<file path="config.mk">
export PLATFORM = sky130hd
export DESIGN_NAME = regfile_mp_swc
export DESIGN_NICKNAME = d
export VERILOG_FILES = /design/src/rtl/regfile_mp_swc.sv
export SDC_FILE = /design/constraint.sdc
export NUM_CORES = 2
export LEC_CHECK = 0
export ABC_AREA = 1
export CAP_MARGIN = 20
export CELL_PAD_IN_SITES_DETAIL_PLACEMENT = 1
export CELL_PAD_IN_SITES_GLOBAL_PLACEMENT = 1
export CORE_ASPECT_RATIO = 1.5
export CORE_MARGIN = 5
export CORE_UTILIZATION = 30
export CTS_CLUSTER_SIZE = 10
export DETAILED_ROUTE_END_ITERATION = 8
export PLACE_DENSITY_LB_ADDON = 0.15
export SLEW_MARGIN = 10
export SYNTH_ARGS = -nofsm -noshare
export SYNTH_HDL_FRONTEND = slang
export SYNTH_SLANG_ARGS = --single-unit
</file>
<file path="constraint.sdc">
create_clock -name hclk -period 1.6 [get_ports hclk]
set_input_delay 0.24 -clock hclk [delete_from_list [all_inputs] [get_ports hclk]]
set_output_delay 0.24 -clock hclk [all_outputs]
set_load 0.02 [all_outputs]
</file>
<file path="src/rtl/regfile_mp_swc.sv">
// Multi-port register file with two write ports, NUM_RD registered read ports,
// write-to-read forwarding and a busy scoreboard for pending-write reservations.
module regfile_mp_swc #(
    parameter int unsigned DATA_W  = 32,
    parameter int unsigned ADDR_W  = 5,
    parameter int unsigned NUM_RD  = 2,
    parameter int unsigned ZERO_R0 = 1
) (
    input  logic                       hclk,
    input  logic                       hrstn,
    input  logic                       wen_a,
    input  logic [ADDR_W-1:0]          waddr_a,
    input  logic [DATA_W-1:0]          wdata_a,
    input  logic                       wen_b,
    input  logic [ADDR_W-1:0]          waddr_b,
    input  logic [DATA_W-1:0]          wdata_b,
    input  logic [NUM_RD-1:0]          ren,
    input  logic [NUM_RD*ADDR_W-1:0]   raddr,
    output logic [NUM_RD*DATA_W-1:0]   rdata,
    output logic [NUM_RD-1:0]          rd_busy,
    input  logic                       rsv_en,
    input  logic [ADDR_W-1:0]          rsv_addr,
    output logic [(2**ADDR_W)-1:0]     busy
);

    localparam int unsigned DEPTH = 2**ADDR_W;

    logic [DATA_W-1:0] mem [DEPTH];
    logic [DEPTH-1:0]  busy_nxt_c;
    logic [ADDR_W-1:0] rd_addr_c [NUM_RD];
    logic [DATA_W-1:0] rd_data_c [NUM_RD];
    logic [NUM_RD-1:0] rd_busy_c;

    // Scoreboard next state: writes clear, a reserve on the same edge wins.
    always_comb begin
        busy_nxt_c = busy;
        if (wen_a) busy_nxt_c[waddr_a] = 1'b0;
        if (wen_b) busy_nxt_c[waddr_b] = 1'b0;
        if (rsv_en) busy_nxt_c[rsv_addr] = 1'b1;
        if (ZERO_R0 != 0) busy_nxt_c[0] = 1'b0;
    end

    always_comb begin
        for (int i = 0; i < int'(NUM_RD); i++) begin
            rd_addr_c[i] = raddr[i*ADDR_W +: ADDR_W];
        end
    end

    // Read mux with same-edge forwarding; port B is checked last so it wins.
    always_comb begin
        for (int i = 0; i < int'(NUM_RD); i++) begin
            rd_data_c[i] = mem[rd_addr_c[i]];
            if (wen_a && (waddr_a == rd_addr_c[i])) rd_data_c[i] = wdata_a;
            if (wen_b && (waddr_b == rd_addr_c[i])) rd_data_c[i] = wdata_b;
            rd_busy_c[i] = busy_nxt_c[rd_addr_c[i]];
            if ((ZERO_R0 != 0) && (rd_addr_c[i] == '0)) begin
                rd_data_c[i] = '0;
                rd_busy_c[i] = 1'b0;
            end
        end
    end

    // Storage array; entry 0 is pinned to zero when ZERO_R0 is set.
    always_ff @(posedge hclk or negedge hrstn) begin
        if (!hrstn) begin
            for (int n = 0; n < int'(DEPTH); n++) begin
                mem[n] <= '0;
            end
        end else begin
            for (int n = 0; n < int'(DEPTH); n++) begin
                if ((ZERO_R0 != 0) && (n == 0)) begin
                    mem[n] <= '0;
                end else if (wen_b && (waddr_b == ADDR_W'(n))) begin
                    mem[n] <= wdata_b;
                end else if (wen_a && (waddr_a == ADDR_W'(n))) begin
                    mem[n] <= wdata_a;
                end
            end
        end
    end

    // Registered read ports and scoreboard.
    always_ff @(posedge hclk or negedge hrstn) begin
        if (!hrstn) begin
            rdata   <= '0;
            rd_busy <= '0;
            busy    <= '0;
        end else begin
            busy <= busy_nxt_c;
            for (int i = 0; i < int'(NUM_RD); i++) begin
                if (ren[i]) begin
                    rdata[i*DATA_W +: DATA_W] <= rd_data_c[i];
                    rd_busy[i]                <= rd_busy_c[i];
                end
            end
        end
    end

endmodule

</file>
### Word-level counts from Yosys, hierarchy flattened

Cells that the tools add are included.

| storage, ports and cells | value |
|---|---|
| bits in registers | 1089 |
| input bits | 96 |
| output and inout port bits | 98 |
| logic and storage cells | 310 |

| operators by class | value |
|---|---|
| $lt $le $gt $ge | 10 |
| eq/ne operators | 66 |
| muxes and demuxes | 89 |
| bitwise gates (word level) | 7 |
| reductions and logical operators | 102 |

Operators with widths:

| cell | number |
|---|---|
| 32-bit 2-to-1 mux | 75 |
| 32-bit binary-select mux with 5-bit select | 2 |
| 5-bit equality test, second input constant | 32 |
| 5-bit by 4-bit equality test with 1-bit output, second input constant | 16 |
| 1-bit logical AND | 69 |
| 32-bit bitwise AND | 2 |
| 32-bit NOT | 2 |
| 2-bit nonzero test | 31 |
| 5-bit by 3-bit equality test with 1-bit output, second input constant | 8 |
| 32-bit bitwise OR | 1 |
| 5-bit by 6-bit less-than comparator with 1-bit output, second input constant | 5 |
| 5-bit by 2-bit equality test with 1-bit output, second input constant | 4 |
| 5-bit equality test | 4 |
| 1-bit demux with 5-bit select | 3 |
| 5-bit by 1-bit >= comparator with 1-bit output, second input constant | 3 |
| 6-bit >= comparator, second input constant | 2 |
| 5-bit NOT with 6-bit output | 2 |
| 1-bit binary-select mux with 5-bit select | 2 |
| 5-bit by 1-bit equality test with 1-bit output, second input constant | 2 |
| 5-bit zero test | 2 |
| 1-bit 2-to-1 mux | 7 |

### Longest topological paths before layout

| logic depth | value |
|---|---|
| depth after elaboration | 14 |
| gate-level depth with buffers | 17 |
| gate-level depth less buffers | 16 |

### Worst setup path before layout

No wires, ideal clock.

| timing | value |
|---|---|
| path type | input to register |
| start | in raddr[5] |
| end | reg rdata[62] |
| arrival time | 1.611 ns |
| path slack | -0.127 ns |
| cell stages on the path | 11 |
| path buffers | 4 |
| cell sequence | buf_2 > buf_2 > buf_2 > clkbuf_1 > a21oi_1 > o211ai_1 > nand3_1 > nand3_1 > o211ai_1 > nand2_1 > nand2_1 |

| between the ends | value |
|---|---|
| word-level cells in the longest chain between the ends | 7 |
| elaborated cells between the ends (all ways) | 12 |
| classes of those cells | eq/ne (2); mux (6); bitwise (1); reduce/logical (3) |

Ends and longest elaborated chain:

| element | RTL line | RTL |
|---|---|---|
| start, declared | 18 | `input logic [NUM_RD*ADDR_W-1:0] raddr,` |
| 5-bit NOT with 6-bit output (implied by the code) | 52 | `rd_data_c[i] = mem[rd_addr_c[i]];` |
| 32-bit binary-select mux with 5-bit select | 52 |  |
| 32-bit 2-to-1 mux (implied by the code) (2 in a row) | 52 |  |
| 32-bit 2-to-1 mux | 53 | `if (wen_a && (waddr_a == rd_addr_c[i])) rd_data_c[i] = wdata_a;` |
| 32-bit 2-to-1 mux | 54 | `if (wen_b && (waddr_b == rd_addr_c[i])) rd_data_c[i] = wdata_b;` |
| 32-bit 2-to-1 mux * | 56 | `if ((ZERO_R0 != 0) && (rd_addr_c[i] == '0)) begin` |
| end signal, assigned by index | 92 | `rdata[i*DATA_W +: DATA_W] <= rd_data_c[i];` |
| end, declared | 19 | `output logic [NUM_RD*DATA_W-1:0] rdata,` |

Every way passes the cells marked *; elsewhere a longest branch is shown, timed or not. The select of a mux whose other input is x is not followed.
A chain may end at the register's enable or synchronous reset.

### Worst setup path after layout

| timing | value |
|---|---|
| start | reg mem[643] (netlist bit) |
| end | reg rdata[3] |

| between the ends | value |
|---|---|
| word-level cells in the longest chain between the ends | 6 |

Ends and longest elaborated chain:

| element | RTL line | RTL |
|---|---|---|
| start, declared | 28 | `logic [DATA_W-1:0] mem [DEPTH];` |
| start signal, assigned by index | 74 | `mem[n] <= wdata_b;` |
| start signal, assigned by index | 76 | `mem[n] <= wdata_a;` |
| 32-bit binary-select mux with 5-bit select | 52 |  |
| 32-bit 2-to-1 mux (implied by the code) (2 in a row) | 52 |  |
| 32-bit 2-to-1 mux | 53 |  |
| 32-bit 2-to-1 mux | 54 |  |
| 32-bit 2-to-1 mux | 56 |  |

No other way between the ends. The select of a mux whose other input is x is not followed.

==> impl_metrics.prom <==
# TYPE chip_impl_metric gauge
chip_impl_metric{name="finalWorstSetupSlack",unit="ps"} -296
chip_impl_metric{name="final_cells",unit=""} 13600
chip_impl_info{name="status",value="finished, violations left"} 1
chip_impl_metric{name="timing.final.crit_period",unit="ps"} 1900
chip_impl_metric{name="timing.setup.tns",unit="ps"} -5200
chip_impl_metric{name="timing.final.hold_violations",unit=""} 0
chip_impl_metric{name="grt_usage",unit=""} 0.442
chip_impl_info{name="endpoint",value="rdata[3]"} 1
chip_impl_info{name="setup.worst_path.start_class",value="register"} 1
chip_impl_info{name="cp-startpoint",value="mem[643]"} 1
chip_impl_info{name="grt_setup_unrepaired",value="true"} 1
chip_impl_metric{name="worst-slew-pin-transition",unit="ps"} 720
chip_impl_info{name="violations",value="setup timing"} 1
chip_impl_info{name="cts_tree",value="done"} 1
chip_impl_metric{name="cts_buffer_depth",unit=""} 4
chip_impl_info{name="worst_hold_startpoint",value="rsv_addr[3]"} 1
chip_impl_metric{name="grt.met1_usage",unit=""} 0.523
chip_impl_metric{name="ant_nets",unit=""} 0
chip_impl_metric{name="power_density",unit="nW/um2"} 1110
chip_impl_metric{name="hpwlAfterDp",unit="mm"} 369
chip_impl_info{name="grt-busiest-layer",value="met2"} 1
chip_impl_metric{name="timing.critical_path.arrival",unit="ps"} 2620
chip_impl_metric{name="dp_cells",unit=""} 13200
chip_impl_metric{name="die_x",unit="um"} 396
chip_impl_metric{name="vias",unit=""} 88600
chip_impl_metric{name="groute.layer.met2.usage",unit=""} 0.650
chip_impl_metric{name="h-tree-depth",unit=""} 4
chip_impl_metric{name="initial_cell_density_of_the_core",unit=""} 0.301
chip_impl_metric{name="avgViaCountPerCell",unit=""} 6.52
chip_impl_metric{name="numClockSinks",unit=""} 1089
chip_impl_metric{name="total_of_flip_flops_plus_latches_after_synthesis",unit=""} 1089
chip_impl_metric{name="number_of_cell_instances_on_the_worst_register_to_register_path",unit=""} 10
chip_impl_metric{name="fp.coreArea",unit="um2"} 222000
chip_impl_metric{name="post_route_cells_drive_above_1_share",unit=""} 0.245
chip_impl_metric{name="netlist_instances",unit=""} 9422
chip_impl_metric{name="drt_drc_violations_left",unit=""} 0
chip_impl_metric{name="numPortBuffers",unit=""} 192
chip_impl_metric{name="report.final.setup_viol",unit=""} 116
chip_impl_metric{name="clk-insertion-delay-late",unit="ps"} 850
chip_impl_metric{name="max_cap_viol_count",unit=""} 0
chip_impl_metric{name="final_net_count",unit=""} 10700
chip_impl_metric{name="area_of_the_mapped_netlist",unit="um2"} 66900
chip_impl_metric{name="antenna_found_initial",unit=""} 55
chip_impl_metric{name="syn_avg_cell_area",unit="um2"} 7.10
chip_impl_info{name="criticalPathCategory",value="reg -> reg"} 1
chip_impl_metric{name="max_clock_freq",unit="MHz"} 528
chip_impl_metric{name="timing.slew.headroom",unit=""} 0.520
chip_impl_metric{name="postRouteWirelength",unit="mm"} 536
chip_impl_metric{name="grt_pass1_vias",unit=""} 87600
chip_impl_info{name="r2r-start",value="mem[643]"} 1
chip_impl_info{name="worst_setup_end_kind",value="register"} 1
chip_impl_metric{name="fillCellCount",unit=""} 26600
chip_impl_metric{name="groute.layer.met3.usage",unit=""} 0.128
chip_impl_info{name="netlist_top_cells_area",value="sky130_fd_sc_hd__dfrtp_1 41%, sky130_fd_sc_hd__o21ai_0 17%, sky130_fd_sc_hd__nand2_1 10%"} 1
chip_impl_metric{name="drt-wirelength-per-cell",unit="um"} 39.5
chip_impl_metric{name="yosysUniqueCellTypes",unit=""} 36
chip_impl_metric{name="cts_made_buffers",unit=""} 145
chip_impl_metric{name="fin_util",unit=""} 0.425
chip_impl_metric{name="io-pin-count",unit=""} 194
chip_impl_metric{name="largest_net_degree_at_the_start_of_global_routing",unit=""} 66
chip_impl_metric{name="gr-total-overflow",unit=""} 0
chip_impl_metric{name="vdd_drop_max",unit="V"} 0.000693
chip_impl_info{name="root_buffer",value="sky130_fd_sc_hd__clkbuf_16"} 1
chip_impl_metric{name="cts.clk_slew.worst_paths",unit="ps"} 60
chip_impl_metric{name="dieArea",unit="um2"} 233000
chip_impl_info{name="yosys.area.top_type",value="sky130_fd_sc_hd__dfrtp_1"} 1
chip_impl_info{name="timing.rr.end",value="rdata[3]"} 1
chip_impl_metric{name="areaGrowthSynthToFinish",unit="%"} 41.1
chip_impl_metric{name="finalCritPeriodShare",unit=""} 1.18
chip_impl_metric{name="synth_top_cell_area_share",unit=""} 0.407
chip_impl_metric{name="drt_iter0_drc",unit=""} 11200
chip_impl_metric{name="fin_worst_skew",unit="ps"} 49.5
chip_impl_metric{name="synth-warning-count",unit=""} 0
chip_impl_metric{name="detailedRoute.firstPassIterationCount",unit=""} 8
chip_impl_metric{name="synth-seq-area-share",unit=""} 0.407
chip_impl_metric{name="gp_congestion",unit=""} 1.00
chip_impl_metric{name="placement_rows",unit=""} 212
chip_impl_metric{name="syn_nets",unit=""} 9518
chip_impl_metric{name="grt_pass1_wl",unit="mm"} 725
chip_impl_metric{name="leakagePower",unit="nW"} 43.5
chip_impl_metric{name="post-layout-total-power",unit="W"} 0.105
chip_impl_metric{name="crit_fanout",unit=""} 2
chip_impl_metric{name="pre_cts_slack",unit="ps"} -1330
chip_impl_metric{name="crit_required",unit="ps"} 2320
chip_impl_metric{name="r2r_setup_slack",unit="ps"} -300
chip_impl_info{name="min-delay-path-class",value="in -> reg"} 1
chip_impl_metric{name="count_of_final_max_slew_check_failures",unit=""} 0
chip_impl_metric{name="die_h",unit="um"} 588
==> state kept, by name (all words and copies together), names as in the netlist <==
register,count
busy,31
mem,992
rd_busy,2
rdata,64
==> cell type report <==
class                   instances  area, um2  share of cell area
clock buffers                 209       4150              0.0440
diodes                         50        125             0.00133
inverters                     715       2730              0.0289
repair buffers               1974      20900               0.222
clock inverters                10       60.1            0.000636
flip-flops and latches       1089      27300               0.289
well taps                    2889       3610              0.0383
multi-input cells            6648      35500               0.376
==> synth_stat cells <==
library cell,number
sky130_fd_sc_hd__a211oi_1,2
sky130_fd_sc_hd__a21oi_1,588
sky130_fd_sc_hd__a221oi_1,5
sky130_fd_sc_hd__a22oi_1,17
sky130_fd_sc_hd__a32oi_1,1
sky130_fd_sc_hd__buf_1,67
sky130_fd_sc_hd__buf_2,138
sky130_fd_sc_hd__buf_4,4
sky130_fd_sc_hd__clkbuf_1,760
sky130_fd_sc_hd__clkbuf_2,1
sky130_fd_sc_hd__clkinv_1,14
sky130_fd_sc_hd__conb_1,1
sky130_fd_sc_hd__dfrtp_1,1089
sky130_fd_sc_hd__inv_1,684
sky130_fd_sc_hd__inv_2,17
sky130_fd_sc_hd__nand2_1,1834
sky130_fd_sc_hd__nand2_2,3
sky130_fd_sc_hd__nand3_1,482
sky130_fd_sc_hd__nand3_2,2
sky130_fd_sc_hd__nand3b_1,2
sky130_fd_sc_hd__nand4_1,84
sky130_fd_sc_hd__nor2_1,431
sky130_fd_sc_hd__nor2_2,4
sky130_fd_sc_hd__nor2_4,2
sky130_fd_sc_hd__nor3_1,12
sky130_fd_sc_hd__nor4_2,1
sky130_fd_sc_hd__nor4_4,1
sky130_fd_sc_hd__o2111ai_1,95
sky130_fd_sc_hd__o211ai_1,248
sky130_fd_sc_hd__o21ai_0,2253
sky130_fd_sc_hd__o21ai_1,6
sky130_fd_sc_hd__o221ai_1,300
sky130_fd_sc_hd__o22ai_1,268
sky130_fd_sc_hd__o31ai_1,1
sky130_fd_sc_hd__xnor2_1,1
sky130_fd_sc_hd__xor2_1,4
==> layer usage <==
metal  routed length (um)  vias up  part of all wire
met3                58600     2239              0.11
met4                60200       22              0.11
li1                     -    35100                 -
met2               225000     6588              0.42
met1               192000    44600              0.36
met5                  167        -           0.00031
==> per-stage QoR <==
stage	area (um2)	hold WS, ps
global route	94300	54.5
detailed placement	86300	102
global placement	86300	103
CTS	92700	87.4
floorplan	67200	-55.6
finish	94400	21.9
==> critical path, cell delays in order, from the launching register on <==
cell                       delay, ps
sky130_fd_sc_hd__dfrtp_1         390
sky130_fd_sc_hd__inv_2            70
sky130_fd_sc_hd__a21oi_2          50
sky130_fd_sc_hd__o21ai_1         100
sky130_fd_sc_hd__nand4_1         410
sky130_fd_sc_hd__nand3_2         240
sky130_fd_sc_hd__nand3_4         130
sky130_fd_sc_hd__nand3_2         100
sky130_fd_sc_hd__o211ai_1         90
sky130_fd_sc_hd__nand2_1         120
sky130_fd_sc_hd__nand2_1          60
==> cells in the final DEF (no fill, tap or decap), drive strengths merged <==
cell,instances
dlygate4sd2,2
dlygate4sd3,2
clkbuf,213
buf,1880
clkdlybuf4s50,71
bufbuf,7
o21ai,2259
clkinv,22
o2111ai,95
conb,1
nand4,84
clkinvlp,2
a21oi,588
o22ai,268
nor4,2
nand3b,2
a32oi,1
nor2,437
a22oi,17
clkdlybuf4s15,1
xor2,4
nand3,484
o31ai,1
nand2,1837
o221ai,300
a211oi,2
o211ai,248
dlymetal6s2s,7
nor3,12
a221oi,5
inv,701
xnor2,1
dfrtp,1089
diode,50
==> report_power, final <==
part,internal [W],switching [W]
Sequential,0.0347,0.00462
Combinational,0.0138,0.0197
Clock,0.0178,0.0143
Total,0.0663,0.0387
==> cells by family (layout without fill, tap and decap cells) <==
group | Yosys count | count (layout) | synth area share
AO/OA/AOI/OAI | 3784 | 3784 | 0.321
flip-flops | 1089 | 1089 | 0.407
other | 1 | 51 | 0.0000561
XOR/XNOR | 5 | 5 | 0.000655
AND/OR/NAND/NOR | 2858 | 2858 | 0.174
buffers and inverters | 1685 | 2908 | 0.0974
==> what timing repair did <==
action	in CTS	in global routing
gates resized for setup	1002	370
endpoints found under the hold margin	1089	0
cloned	10	1
pin swaps	135	258
endpoints found under the setup margin	894	797
hold buffers	2	0
setup buffers	65	56
==> worst min-delay path by stage <==
stage	endpoint	slack, ps	cells after the start
6_report	busy[21]	20	5
2_1_floorplan	busy[10]	-60	0
3_3_place_gp	mem[58]	100	1
5_1_grt	busy[21]	50	5
3_5_place_dp	mem[26]	100	1
4_1_cts	mem[94]	90	3
Note: power is estimated with default switching activity, not from simulation.
